[src/rtl/skolem_pkg.sv]
// skolem_pkg: shared state encoding, config selectors and table-size helpers
package skolem_pkg;
  typedef enum logic [1:0] {IDLE, SWEEP, DONE} state_e;
  localparam logic CFG_SEL_SKOLEM = 1'b0;
  localparam logic CFG_SEL_SPEC = 1'b1;
  function automatic int skolem_depth(input int nx);
    return 1 << nx;
  endfunction
  function automatic int spec_depth(input int nx, input int ny);
    return 1 << (nx + ny);
  endfunction
endpackage

[src/rtl/skolem_lut_bank.sv]
// skolem_lut_bank: Skolem and spec truth tables with a write port and combinational eval
module skolem_lut_bank
  import skolem_pkg::*;
#(
  parameter int NX = 5,
  parameter int NY = 2
) (
  input  logic             clk,
  input  logic             rst,
  input  logic             we,
  input  logic             sel,
  input  logic [1:0]       out,
  input  logic [NX+NY-1:0] addr,
  input  logic             data,
  input  logic [NX-1:0]    x,
  output logic [NY-1:0]    y,
  output logic             ok
);
  localparam int SKD = skolem_depth(NX);
  localparam int SPD = spec_depth(NX, NY);
  logic [NY-1:0][SKD-1:0] sk_q;
  logic [SPD-1:0] spec_q;
  // spec table: bit {y, x} holds F(x, y)
  always_ff @(posedge clk or posedge rst)
    if (rst) spec_q <= '0;
    else if (we && sel == CFG_SEL_SPEC) spec_q[addr] <= data;
  for (genvar j = 0; j < NY; j++) begin : g_row
    // Skolem row j: only indices below NY ever match, so out-of-range writes fall away
    always_ff @(posedge clk or posedge rst)
      if (rst) sk_q[j] <= '0;
      else if (we && sel == CFG_SEL_SKOLEM && out == 2'(j)) sk_q[j][addr[NX-1:0]] <= data;
    assign y[j] = sk_q[j][x];
  end
  assign ok = spec_q[{y, x}];
endmodule

[config.mk]
export PLATFORM = sky130hd
export DESIGN_NAME = skolem_lut_bank
export DESIGN_NICKNAME = d
export VERILOG_FILES = /design/src/rtl/skolem_pkg.sv /design/src/rtl/skolem_lut_bank.sv
export SDC_FILE = /design/constraint.sdc
export NUM_CORES = 1
export LEC_CHECK = 0
export ABC_AREA = 1
export CORE_MARGIN = 5
export CORE_UTILIZATION = 63
export DETAILED_ROUTE_END_ITERATION = 16
export PLACE_DENSITY = 0.82
export SYNTH_ARGS = -nofsm -noshare
export SYNTH_HDL_FRONTEND = slang
export SYNTH_SLANG_ARGS = --single-unit
[constraint.sdc]
create_clock -name clk -period 8.7 [get_ports clk]
set_input_delay 1.74 -clock clk [delete_from_list [all_inputs] [get_ports clk]]
set_output_delay 1.74 -clock clk [all_outputs]
set_load 0.1 [all_outputs]
==> results of run 1 <==
-- synthesized netlist by cell type --
master and instances:
nand2_2 2, a21oi_1 189, inv_1 61, buf_2 45, nand3_1 124, nor2_1 115, nand2_1 245, inv_2 14
buf_4 9, clkbuf_1 35, o21ai_0 16, nor3_2 7, nor4_4 2, nor3_4 2, o211ai_1 4, a31oi_1 177
o21ai_1 3, inv_4 2, buf_1 5, nor2_8 8, buf_12 1, nor2_2 6, nor3_1 2, buf_6 10
dfrtp_1 192
-- worst max-delay path: stages --
cell and delay (ns):
buf_4 0.27, buf_4 0.79, nand2_1 0.13, nand3_1 0.16, nand3_1 0.13, nand2_1 0.11
nand2_1 0.07, nand3_1 0.11, nand2_1 0.08, nand2_1 0.07, nand3_1 0.07, nand2_1 0.13
clkdlybuf4s50_1 1.16
-- cell type report --
cell class	count	area, µm²	share of cell area, %
Sequential cell	192	4800	44.5
Multi-Input combinational cell	902	4520	41.8
Tap cell	216	270	2.50
Timing Repair Buffer	30	270	2.50
Inverter	77	304	2.81
Clock buffer	18	439	4.06
Clock inverter	14	200	1.85
-- report_power, final --
part           internal [W]  switching, W  total [W]
clock              0.000495      0.000370   0.000865
sequential         0.000965     0.0000402    0.00101
combinational     0.0000921      0.000207   0.000299
-- flip-flops by register name, indices dropped and copies added, names as in the netlist --
signal and cells:
sk_q 64, spec_q 128
-- cells by family after synthesis --
| group | count (synthesis) |
|---|---|
| flip-flops | 192 |
| AO/OA/AOI/OAI | 389 |
| buffers and inverters | 182 |
| AND/OR/NAND/NOR | 513 |
-- metal layers --
metal | global-route usage, % | part of all wire (%) | up-vias
met2 | 47.2 | 47 | 464
met4 | 12.0 | 2.6 | 0
met3 | 6.36 | 8.4 | 54
met5 | 0 | 0 | -
met1 | 42.5 | 42 | 4357
li1 | - | - | 4301
-- how the worst min path moves through the flow --
stage,depth (start not counted),slack [ns],start,endpoint
2_1_floorplan,2,0.45,spec_q[122],spec_q[122]
3_3_place_gp,2,0.49,spec_q[122],spec_q[122]
4_1_cts,2,0.53,spec_q[111],spec_q[111]
6_report,2,0.53,spec_q[111],spec_q[111]
3_5_place_dp,2,0.52,spec_q[111],spec_q[111]
5_1_grt,2,0.54,spec_q[71],spec_q[71]
-- stage by stage --
| stage | total power, W | worst slack [ns] | utilization [%] | hold WS [ns] | instances |
|---|---|---|---|---|---|
| after global placement | 0.00131 | 1.99 | 64.0 | 0.490 | 1417 |
| after detailed placement | 0.00131 | 1.96 | 64.0 | 0.518 | 1417 |
| final | 0.00217 | 1.88 | 68.0 | 0.535 | 1449 |
| after global routing | 0.00224 | 1.72 | 68.0 | 0.540 | 1449 |
| after CTS | 0.00217 | 1.96 | 68.0 | 0.533 | 1449 |
| after floorplan | 0.00124 | 1.73 | - | 0.454 | 1276 |
==> reports/results.ini, run 1 <==
[critical_path]
cp_max_fo = 86
rr_endpoint = sk_q[59]
critPathArrivalTime_ns = 5.08
critPathLaunchType = input port
crit_path_end_kind = output port
crit_start = x[0]
cp-endpoint = ok
reg2reg_slack_ns = 7.90
timing.rr.start = sk_q[59]
r2r_cells = 2
critPathKind = input port to output port
required_ns = 6.96

[yosys]
synth_xor_xnor_area_share_pct = 0
ys_ff_latch = 192
synth-compound-area-share_pct = 21.4
yosys.area.top_type = dfrtp_1
ys_warn_count = 0
synth_cell_types = 25
synth-simple-area-share_pct = 22.9
syn_nets = 1295
synth_area_mm2 = 0.0102
synth_top_family_by_area = simple AND/OR/NAND/NOR gates
ys_seq_area_share_pct = 47.2
synth-adder-area-share_pct = 0
synth_top_area_share_pct = 47.2
synth.avg_cell_area_um2 = 7.99
synthMuxAreaShare_pct = 0
netlist_instances = 1276
ys_top_cells_by_area = dfrtp_1 (47%), a31oi_1 (11%), a21oi_1 (9.3%)

[global_routing]
grt_pass1_vias = 8596
grt_pass1_wl_um = 45000
grt_max_degree = 124
grt_overflow = 0
antenna_found_initial = 0
grtUsageTotal_pct = 30.5

[die]
io_pins = 22
core_mm2 = 0.0159
dieArea_mm2 = 0.0188
row_count = 46
initial_utilization_pct = 64.1
die_h_um = 137
die_w_um = 137

[timing]
drv_slew = 0
finClkSkew_ns = 0
fin_crit_sh_pct = 78.4
finalHoldViolCount = 0
fin_tns_setup_ns = 0
setup_violations = 0
relSlewSlack_pct = 26.8
fin_crit_ns = 6.82
tightestPinTransition_ns = 1.10
max_freq_mhz = 147
rsz0062_at_grt = false

[cts]
cts_setup_buffers = 0
ctsLongestPathBuffers = 2
clockRootBuffer = clkbuf_16
cts_max_level = 4
clk_latency_ns = 0.45
clock-sinks = 192
cts_resized = 0
path_clk_slew_ns = 0.07
cts-buffers-inserted = 17
cts_tree = yes
hold_buffers = 0

[detailed_routing]
drtAntennaViolNets = 0
first_pass_iters = 5
drt-initial-drc-count = 1256
drc = 0
routedWlPerCell_um = 19.0
num_vias = 9176
via_per_inst = 6.33
wirelength_um = 27600

[finish]
fill_cells = 1330
final_common_cell = nand2_1
diodes = 0
area_growth_pct = 6.03
nets = 1239
most-common-layout-cells = nand2_1 (245), dfrtp_1 (192), a21oi_1 (189)
drive_above_1_share_pct = 7.06
final_area_mm2 = 0.0108

[pwr]
p_per_area_mw_per_mm2 = 201
p_leak_nw = 4.98
peakVddDrop_v = 0.000160

[status]
status = complete, no violations

[flow_run]
cap_violations = 0

[placement]
dpl.hpwl_um = 15600
place.gp.congestion = 0.885
port_buffers = 21
post_dp_cell_area_mm2 = 0.0102

[min_path]
hp-class = flip-flop to flip-flop

No activity file was read; power rests on OpenSTA's default activity.
==> inputs of run 2 (changes only) <==
==> constraint.sdc (replaced) <==
create_clock -name clk -period 6.55 [get_ports clk]
set_input_delay 1.31 -clock clk [delete_from_list [all_inputs] [get_ports clk]]
set_output_delay 1.31 -clock clk [all_outputs]
set_load 0.1 [all_outputs]
==> reports/results.ini, run 2 (synthesized netlist as in run 1, its figures left out) <==
[finish]
largest_reg_flops = 128  ; unchanged
multi_input_area_mm2 = 0.00452  ; unchanged
post-route-util_pct = 67.6  ; -0.44 points
largestRegisters = spec_q (128), sk_q (64)
drive_above_1_share_pct = 7.29  ; +0.24 points
regMostFlops = spec_q
final_area_mm2 = 0.0107  ; -0.65%
most-common-layout-cells = nand2_1 (245), dfrtp_1 (192), a21oi_1 (189)
fill_cells = 1324  ; -0.45%
nets = 1240  ; +0.081%
final_common_cell = nand2_1
diodes = 0  ; unchanged
seqCellArea_mm2 = 0.00480  ; unchanged
area_growth_pct = 5.34

[die]
initial_utilization_pct = 64.1  ; unchanged
row_count = 46  ; unchanged
die_h_um = 137  ; unchanged
core_mm2 = 0.0159  ; unchanged
dieArea_mm2 = 0.0188  ; unchanged
io_pins = 22  ; unchanged
die_w_um = 137  ; unchanged

[detailed_routing]
wirelength_um = 26800  ; -2.6%
routedWlPerCell_um = 18.5  ; -2.6%
first_pass_iters = 6  ; +1
drt-initial-drc-count = 1229  ; -2.1%
via_per_inst = 6.29  ; -0.65%
drc = 0  ; unchanged
drtAntennaViolNets = 0  ; unchanged
num_vias = 9123  ; -0.58%

[cts]
cts-buffers-inserted = 17  ; unchanged
ctsLongestPathBuffers = 2  ; unchanged
cts_setup_buffers = 0  ; unchanged
clockRootBuffer = clkbuf_16
clock-sinks = 192  ; unchanged
clk_latency_ns = 0.44  ; about the same
cts_tree = yes
hold_buffers = 0  ; unchanged
cts_resized = 0  ; unchanged
path_clk_slew_ns = 0.06  ; about the same
cts_max_level = 4  ; unchanged

[pwr]
clkPwrFrac_pct = 37.0  ; -2.9 points
power_frac_comb_pct = 14.3  ; +0.5 points
p_per_area_mw_per_mm2 = 256  ; +27%
peakVddDrop_v = 0.000231  ; +44%
power_frac_seq_pct = 48.7  ; +2.4 points
switching_share_pct = 29.0  ; +0.59 points
p_leak_nw = 4.95  ; -0.51%
p_int_w = 0.00195  ; +26%
switchingPower_w = 0.000798  ; +29%

[critical_path]
crit_path_end_kind = output port
required_ns = 5.24  ; -1.72 ns
critPathLaunchType = input port
critPathArrivalTime_ns = 4.00  ; -1.08 ns
cp_max_fo = 25  ; -71%
critPathKind = input port to output port

[timing]
layout_setup_ws_ns = 1.24  ; -0.647 ns
fin_crit_sh_pct = 81.1
relSlewSlack_pct = 33.1  ; +6.3 points
setup_violations = 0  ; unchanged
max_freq_mhz = 188
drv_slew = 0  ; unchanged
tightestPinTransition_ns = 1.00  ; -0.0986 ns
rsz0062_at_grt = false
finClkSkew_ns = 0  ; unchanged
fin_crit_ns = 5.31
fin_tns_setup_ns = 0  ; unchanged
finalHoldViolCount = 0  ; unchanged

[placement]
port_buffers = 21  ; unchanged
dpl_worst_slack_ns = 1.30  ; -0.658 ns
place.gp.congestion = 0.829  ; -6.3%
post_dp_cell_area_mm2 = 0.0102  ; unchanged
dpl.hpwl_um = 15300  ; -2.0%

[global_routing]
grt_overflow = 0  ; unchanged
antenna_found_initial = 0  ; unchanged
grt_pass1_wl_um = 43500  ; -3.2%
grt_max_degree = 98  ; -21%
grt_pass1_vias = 8242  ; -4.1%
grtUsageTotal_pct = 29.5  ; -1.0 points

[min_path]
hp-class = flip-flop to flip-flop

[status]
status = complete, no violations

[flow_run]
cap_violations = 0  ; unchanged

[run 2: cell count changes in the layout (fill, tap and decap cells not counted), sizes merged]
cell,before,now
clkinv,2,9
clkbuf,18,20
clkdlybuf4s50,19,16
buf,11,15
inv,83,77
bufinv,4,1
[run 2: layout make-up]
cell class	instances	area share [%]
clock buffers	20	4.25
clock inverters	12	1.05
inverters	77	2.83
multi-input cells	902	42.1
flip-flops and latches	192	44.8
well taps	216	2.52
repair buffers	31	2.52
[run 2: worst max-delay path, stage by stage]
cell and delay (ns):
clkdlybuf4s50_1 0.47, buf_4 0.35, inv_1 0.53, nand3_1 0.26, nand3_1 0.18, nand3_1 0.14
nand2_1 0.11, nand2_1 0.08, nand3_1 0.07, nand2_1 0.16, buf_4 0.32
[run 2: path summary, 6_finish.rpt]
kind	depth (start not counted)	from	slack (ns)	endpoint
worst max-delay path	11	x[2]	1.24	ok
worst min-delay path	2	spec_q[122]	0.50	spec_q[122]
min in group asynchronous	2	rst	1.37	sk_q[29]
worst max register to register	2	spec_q[62]	5.77	spec_q[62]
max in group asynchronous	3	rst	4.05	spec_q[36]
worst min register to register	2	spec_q[122]	0.50	spec_q[122]
[run 2: power groups by stage]
stage                     clock (W)  combinational (W)  sequential, W
after global routing        0.00107           0.000438        0.00135
after global placement            0           0.000378        0.00135
after CTS                   0.00102           0.000390        0.00134
after detailed placement          0           0.000389        0.00136
after floorplan                   0           0.000307        0.00134
final                       0.00102           0.000393        0.00134
[run 2: per-layer routing]
layer	share of wire (%)	global-route usage, %	wire, µm
met4	2.6	9.81	709
met3	8.4	6.61	2250
met1	43	42.6	11600
met2	46	44.4	12300
met5	0	0	0
[run 2: stage by stage]
step / cells / hold WS (ns) / total power [W]
6_report: 1450 / 0.503 / 0.00275
5_1_grt: 1450 / 0.537 / 0.00285
4_1_cts: 1450 / 0.507 / 0.00274
3_5_place_dp: 1418 / 0.491 / 0.00174
3_3_place_gp: 1418 / 0.480 / 0.00173
2_1_floorplan: 1276 / 0.454 / 0.00165
